[config.mk]
export PLATFORM = sky130hd
export DESIGN_NAME = input_fifo_cts
export DESIGN_NICKNAME = d
export VERILOG_FILES = /design/src/rtl/noc_pkg.sv /design/src/rtl/fifo_regfile.sv /design/src/rtl/input_fifo_cts.sv
export SDC_FILE = /design/constraint.sdc
export NUM_CORES = 1
export LEC_CHECK = 0
export ABC_AREA = 1
export ABC_CLOCK_PERIOD_IN_PS = 5500
export CAP_MARGIN = 20
export CORE_ASPECT_RATIO = 0.75
export CORE_MARGIN = 8
export CORE_UTILIZATION = 60
export CTS_CLUSTER_DIAMETER = 100
export DETAILED_ROUTE_END_ITERATION = 16
export PLACE_DENSITY = 0.85
export RECOVER_POWER = 50
export SYNTH_ARGS = -nofsm -noshare
export SYNTH_HDL_FRONTEND = slang
export SYNTH_HIERARCHICAL = 1
export SYNTH_SLANG_ARGS = --single-unit
[constraint.sdc]
create_clock -name clk -period 5.5 [get_ports clk]
set_clock_uncertainty 0.15 [all_clocks]
set_input_delay 0.55 -clock clk [delete_from_list [all_inputs] [get_ports clk]]
set_output_delay 0.55 -clock clk [all_outputs]
set_load 0.02 [all_outputs]
[src/rtl/noc_pkg.sv]
// Shared NoC router definitions: flit width, output-port indices and the
// input-buffer handshake states.
package noc_pkg;

  localparam int DEFAULT_DATA_WIDTH = 32;
  localparam int NUM_PORTS          = 5;

  localparam int PORT_N = 0;
  localparam int PORT_E = 1;
  localparam int PORT_W = 2;
  localparam int PORT_S = 3;
  localparam int PORT_L = 4;

  typedef logic [DEFAULT_DATA_WIDTH-1:0] flit_t;

  typedef enum logic {
    HS_IDLE = 1'b0,
    HS_ACK  = 1'b1
  } hs_state_t;

endpackage

[src/rtl/fifo_regfile.sv]
// Flit storage for one input buffer: synchronous write, asynchronous read,
// whole array cleared on reset.
module fifo_regfile #(
  parameter  int DATA_WIDTH = noc_pkg::DEFAULT_DATA_WIDTH,
  parameter  int DEPTH      = 4,
  localparam int PTR_W      = $clog2(DEPTH)
) (
  input  logic                  clk,
  input  logic                  rst,
  input  logic                  we,
  input  logic [PTR_W-1:0]      waddr,
  input  logic [DATA_WIDTH-1:0] wdata,
  input  logic [PTR_W-1:0]      raddr,
  output logic [DATA_WIDTH-1:0] rdata
);

  logic [DATA_WIDTH-1:0] mem_r [DEPTH];

  // Storage array: clear on reset, otherwise write the addressed entry.
  always_ff @(posedge clk) begin
    if (rst) begin
      for (int i = 0; i < DEPTH; i++) begin
        mem_r[i] <= '0;
      end
    end else if (we) begin
      mem_r[waddr] <= wdata;
    end
  end

  assign rdata = mem_r[raddr];

endmodule

[src/rtl/input_fifo_cts.sv]
// Router input-port buffer: accepts one flit per RTS/CTS handshake into a
// circular FIFO and presents the head flit to the crossbar.
module input_fifo_cts
  import noc_pkg::*;
#(
  parameter  int DATA_WIDTH = noc_pkg::DEFAULT_DATA_WIDTH,
  parameter  int DEPTH      = 4,
  localparam int PTR_W      = $clog2(DEPTH)
) (
  input  logic                  clk,
  input  logic                  rst,
  input  logic [DATA_WIDTH-1:0] RX,
  input  logic                  DRTS,
  output logic                  CTS,
  input  logic [NUM_PORTS-1:0]  read_en,
  output logic [DATA_WIDTH-1:0] Data_out,
  output logic                  empty,
  output logic                  full,
  output logic [PTR_W:0]        count
);

  localparam logic [PTR_W-1:0] PTR_ONE  = PTR_W'(1);
  localparam logic [PTR_W:0]   CNT_ONE  = (PTR_W + 1)'(1);
  localparam logic [PTR_W:0]   CNT_FULL = (PTR_W + 1)'(DEPTH);

  hs_state_t        state_r;
  hs_state_t        state_nxt_s;
  logic [PTR_W-1:0] wr_ptr_r;
  logic [PTR_W-1:0] rd_ptr_r;
  logic [PTR_W:0]   count_r;
  logic             wr_en_s;
  logic             rd_en_s;

  // Flags come from occupancy so a full and an empty FIFO never alias.
  assign empty = (count_r == '0);
  assign full  = (count_r == CNT_FULL);
  assign count = count_r;
  assign CTS   = (state_r == HS_ACK);

  // ~CTS keeps a DRTS still held during the acknowledge cycle from writing twice.
  assign wr_en_s = DRTS & ~CTS & ~full;
  assign rd_en_s = (|read_en) & ~empty;

  // Handshake state register; CTS is decoded straight from it.
  always_ff @(posedge clk) begin
    if (rst) begin
      state_r <= HS_IDLE;
    end else begin
      state_r <= state_nxt_s;
    end
  end

  // Handshake next state: acknowledge each accepted flit for one cycle.
  always_comb begin
    state_nxt_s = HS_IDLE;
    case (state_r)
      HS_IDLE: begin
        if (wr_en_s) begin
          state_nxt_s = HS_ACK;
        end else begin
          state_nxt_s = HS_IDLE;
        end
      end
      HS_ACK:  state_nxt_s = HS_IDLE;
      default: state_nxt_s = HS_IDLE;
    endcase
  end

  // Pointers wrap naturally because DEPTH is a power of two.
  always_ff @(posedge clk) begin
    if (rst) begin
      wr_ptr_r <= '0;
      rd_ptr_r <= '0;
    end else begin
      if (wr_en_s) begin
        wr_ptr_r <= wr_ptr_r + PTR_ONE;
      end
      if (rd_en_s) begin
        rd_ptr_r <= rd_ptr_r + PTR_ONE;
      end
    end
  end

  // Occupancy counter; a simultaneous push and pop leaves it unchanged.
  always_ff @(posedge clk) begin
    if (rst) begin
      count_r <= '0;
    end else begin
      case ({wr_en_s, rd_en_s})
        2'b10:   count_r <= count_r + CNT_ONE;
        2'b01:   count_r <= count_r - CNT_ONE;
        default: count_r <= count_r;
      endcase
    end
  end

  fifo_regfile #(
    .DATA_WIDTH (DATA_WIDTH),
    .DEPTH      (DEPTH)
  ) u_regfile (
    .clk   (clk),
    .rst   (rst),
    .we    (wr_en_s),
    .waddr (wr_ptr_r),
    .wdata (RX),
    .raddr (rd_ptr_r),
    .rdata (Data_out)
  );

endmodule

After elaboration in Yosys (flattened, before gate mapping). Memory sizes are Yosys's and may differ from the RTL's. A register that Yosys moved wholly into a read port is not among the register bits. Cells that the tools add are included.

Memory bits (writable): 128. Input bits: 40. Output and inout bits: 38. Word-level logic and storage cells: 34. Bits in registers: 8. Memories: 1.

Reductions and logical operators: 4. Bitwise operators: 6. Equal/unequal tests: 3. Mux-type cells: 12. $add $sub $neg: 4.

Memories: u_regfile.mem_r (words 4, width 32, rd ports 1, clocked after memory_dff 1, wr ports 4, RTL line fifo_regfile.sv:17) `logic [DATA_WIDTH-1:0] mem_r [DEPTH];`.

Operator list (count): 2-to-1 mux 32 bit (1); OR reduction 32 bit (1); 2-to-1 mux 1 bit (6); 2-to-1 mux 2 bit (3); one-hot mux 3 bit (2 select lines) (1); OR reduction 5 bit (1); adder 2 x 1 -> 2 bit (second input constant) (2); adder 3 x 1 -> 3 bit (second input constant) (1); bitwise AND 1 bit (3); == test 3 bit (second input constant) (1); zero test 3 bit (1); NOT 1 bit (3); subtractor 3 x 1 -> 3 bit (second input constant) (1); == test 2 x 1 -> 1 bit (second input constant) (1); == test 2 bit (second input constant) (1); one-hot mux 1 bit (2 select lines) (1); nonzero test 2 bit (1).

Longest topological paths before layout.
Depth after elaboration: 8. Gate-level depth with buffers: 13. Depth with buffers taken out: 13.

Modules after synthesis. The synthesis kept the hierarchy.

By module, submodules not included: fifo_regfile (area each 6130.9 µm², seq. area each 3843.7 µm², times used 1, cells each 691); input_fifo_cts (area each 470.5 µm², seq. area each 160.2 µm², times used 1, cells each 63).

Worst setup path after synthesis. No wires, ideal clock.

Kind: in2reg. Start point: in DRTS. End point: mem u_regfile/mem_r[2][0] (netlist name) (enable). Data arrival time: 3199 ps. Required time: 4884 ps. Setup time: 466 ps. Buffers on the path: 0. Stages on the path: 6. Path slack: 1685 ps. Cells stage by stage: inv_1 -> nor2_8 -> nand2_4 -> inv_4 -> inv_2 -> o21ai_0.

RTL lines: start, declared (RTL line input_fifo_cts.sv:13) `input logic DRTS,`; end, declared (RTL line fifo_regfile.sv:17).

==> impl_metrics.py <==
metrics = {
    "setup_path": {
        "worst_setup_path_end_kind": "register",
        "regToRegStartpoint": "count[1]",
        "arrival_ns": 4.06,
        "startpoint_type": "primary input",
        "crit_type": "in2reg",
        "required_ns": 5.35,
        "crit_start": "DRTS",
        "cp_max_fo": 23,
    },
    "clock_network": {
        "ctsResizeCount": 0,
        "htreeDepth": 4,
        "cts_buffers": 17,
        "clkLatencyLatePin_ns": 0.40,
        "clock_path_buffers": 2,
        "clockRootBuffer": "clkbuf_16",
        "clkTransAtPathRegs_ns": 0.05,
        "cts_hold_buf": 0,
        "cts_tree": "yes",
        "numClockSinks": 136,
        "postCtsSetupRepairBufs": 0,
    },
    "die": {
        "core_region_area_sq_um": 10800,
        "num_rows": 33,
        "io_pins": 78,
        "die_h_um": 107,
        "start_util_pct": 61.0,
        "die-area_sq_um": 14600,
        "dieWidth_um": 137,
    },
    "pwr": {
        "switchingPower_mw": 1.41,
        "power.total_mw": 3.97,
        "vdd_ir_drop_max_v": 0.000440,
        "swShare_pct": 35.6,
        "intPower_mw": 2.56,
        "p_leak_nw": 3.71,
        "powerDensity_nw_per_um2": 495,
        "p_clk_share_pct": 27.6,
        "seq_power_share_pct": 32.6,
        "combPwrFrac_pct": 39.7,
    },
    "detailed_routing": {
        "wl_um": 15200,
        "via_per_inst": 5.19,
        "ant_nets": 0,
        "wire_per_inst_um": 15.6,
        "dr.pass1.iters": 6,
        "drcViolationCount": 0,
        "vias": 5073,
        "drt_iter0_drc": 511,
    },
    "yosys": {
        "synth.cell_area_sq_um": 6600,
        "yosysWarnings": 6,
        "synth_nets": 796,
        "synth.yosys.seq_area_share_pct": 60.7,
        "synth_top_area_share_pct": 58.2,
        "synthTopCellsByArea": "edfxtp_1 (58%), nand2_1 (10%), inv_1 (9.8%)",
        "ys_types": 23,
        "synth_seq_cells": 136,
        "synthCells": 754,
        "synth.avg_cell_area_sq_um": 8.76,
        "synth_area_leader_cell": "edfxtp_1",
    },
    "global_route": {
        "grt_first_pass_wirelength_um": 24300,
        "grtUsageMet3_pct": 5.89,
        "antenna_found_initial": 0,
        "overflow": 0,
        "globalRouteMet2Util_pct": 36.3,
        "grt_max_degree": 70,
        "busiest_layer": "met2",
        "met1_usage_pct": 25.7,
        "first_global_vias": 5010,
        "track_usage_pct": 21.4,
    },
    "layout": {
        "fillers": 772,
        "final_cells": 978,
        "syn2layout_area_growth_pct": 21.6,
        "layout-drive-gt1-share_pct": 5.97,
        "fin_nets": 867,
        "final_cell_area_sq_um": 8030,
        "antenna-diode-count": 0,
    },
    "sta": {
        "fin_crit_ns": 4.21,
        "finalSetupViolCount": 0,
        "fin_ws_ns": 1.29,
        "slew_headroom_pct": -45.1,
        "fmax_ghz": 0.238,
        "hold_viol_final": 0,
        "worst_pin_slew_ns": 2.18,
        "maxSlewViolCount": 149,
        "fin_setup_tns_ns": 0,
        "rsz0062_at_grt": "no",
        "timing.final.crit_share_pct": 76.5,
    },
    "placed_design": {
        "post-place-ws_ns": 2.04,
        "hpwlAfterDp_um": 9010,
        "place_congestion": 0.765,
        "placed_cell_area_sq_um": 7490,
        "io_buffers": 77,
        "place_inst": 944,
    },
    "hold_path": {
        "hold_start": "count[0]",
        "hp-class": "reg2reg",
    },
    "flow_run": {
        "cap_viol_max_count": 5,
    },
    "status": {
        "violations": "capacitance limit, slew limit",
        "status": "complete, but fails checks",
    },
}
## worst paths after layout
kind | slack (ns) | to | depth (start not counted)
setup / recovery | 1.29 | u_regfile/mem_r[2][31] | 8
hold / removal | 0.34 | count[0] | 1
setup reg to reg | 1.59 | u_regfile/mem_r[2][31] | 7
hold reg to reg | 0.34 | count[0] | 1
## cells by family (layout without fill, tap and decap cells)
| family | after synthesis | after routing | synth area share [%] |
|---|---|---|---|
| buffers and inverters | 215 | 299 | 12.8 |
| adders and majority gates | 2 | 2 | 0.493 |
| AOI/OAI and AO/OA | 7 | 7 | 0.587 |
| and+or+nand+nor | 393 | 393 | 25.4 |
| DFF | 136 | 136 | 60.7 |
| xor gates and xnor gates | 1 | 1 | 0.133 |
## cells in the mapped netlist
library cell	number
nor2_1	105
edfxtp_1	128
nand3_2	3
nor2_8	1
inv_1	172
nand2_1	175
a21oi_2	1
nand2_2	4
a21oi_1	3
xor2_1	1
ha_1	1
dfxtp_1	8
nand2_4	1
inv_4	1
o21ai_0	3
inv_2	7
nand3_4	1
fa_1	1
nor2_2	3
clkbuf_1	8
nor3_1	32
nand3_1	68
buf_2	27
## flip-flops by register name, summed over array words and instances (netlist names)
name / flops
CTS: 1
count: 3
rd_ptr_r: 2
u_regfile/mem_r: 128
wr_ptr_r: 2
## critical path, cell delays in order
cell and delay (ns):
dlygate4sd3_1 0.52, inv_1 0.08, nor2_8 0.08, nand2_1 0.11, clkinvlp_2 0.21, inv_1 0.09
o21ai_0 1.23, clkbuf_1 1.17
## metrics by stage
| stage | hold WS [ns] | utilization (%) |
|---|---|---|
| floorplan | 0.306 | - |
| global placement | 0.318 | 68.8 |
| detailed placement | 0.336 | 69.2 |
| CTS | 0.346 | 74.5 |
| global route | 0.378 | 74.2 |
| finish | 0.342 | 74.2 |
## final cells by class
class	instances	area [sq um]	share of cell area (%)
Clock buffer	20	437	5.44
Clock inverter	12	133	1.65
Inverter	180	677	8.43
Multi-Input combinational cell	403	1730	21.6
Sequential cell	136	4010	49.9
Tap cell	140	175	2.18
Timing Repair Buffer	87	871	10.8
## metal layers
metal	vias to the layer above	wire, um
met5	-	0
met4	0	154
met3	19	1450
met2	251	7610
met1	2356	6010
li1	2447	-
## power by group through the flow
stage | registers (mW) | logic [mW] | clock network, mW
floorplan | 1.32 | 0.937 | 0
global placement | 1.31 | 1.53 | 0
detailed placement | 1.31 | 1.58 | 0
CTS | 1.30 | 1.59 | 1.11
global route | 1.31 | 1.71 | 1.15
finish | 1.30 | 1.58 | 1.10
## cell usage in the layout, fill, tap and decap left out, drive strengths merged
cell           netlist  layout
xor2                 1       1
clkinv               0       8
fa                   1       1
o21ai                3       3
a21oi                4       4
bufinv               0       3
nor2               109     109
dlygate4sd3          0       7
nand3               72      72
nor3                32      32
buf                 27       8
ha                   1       1
nand2              180     180
dfxtp                8       8
edfxtp             128     128
clkdlybuf4s50        0      70
clkinvlp             0       2
inv                180     179
clkbuf               8      22
Note: power is estimated with default switching activity, not from simulation.
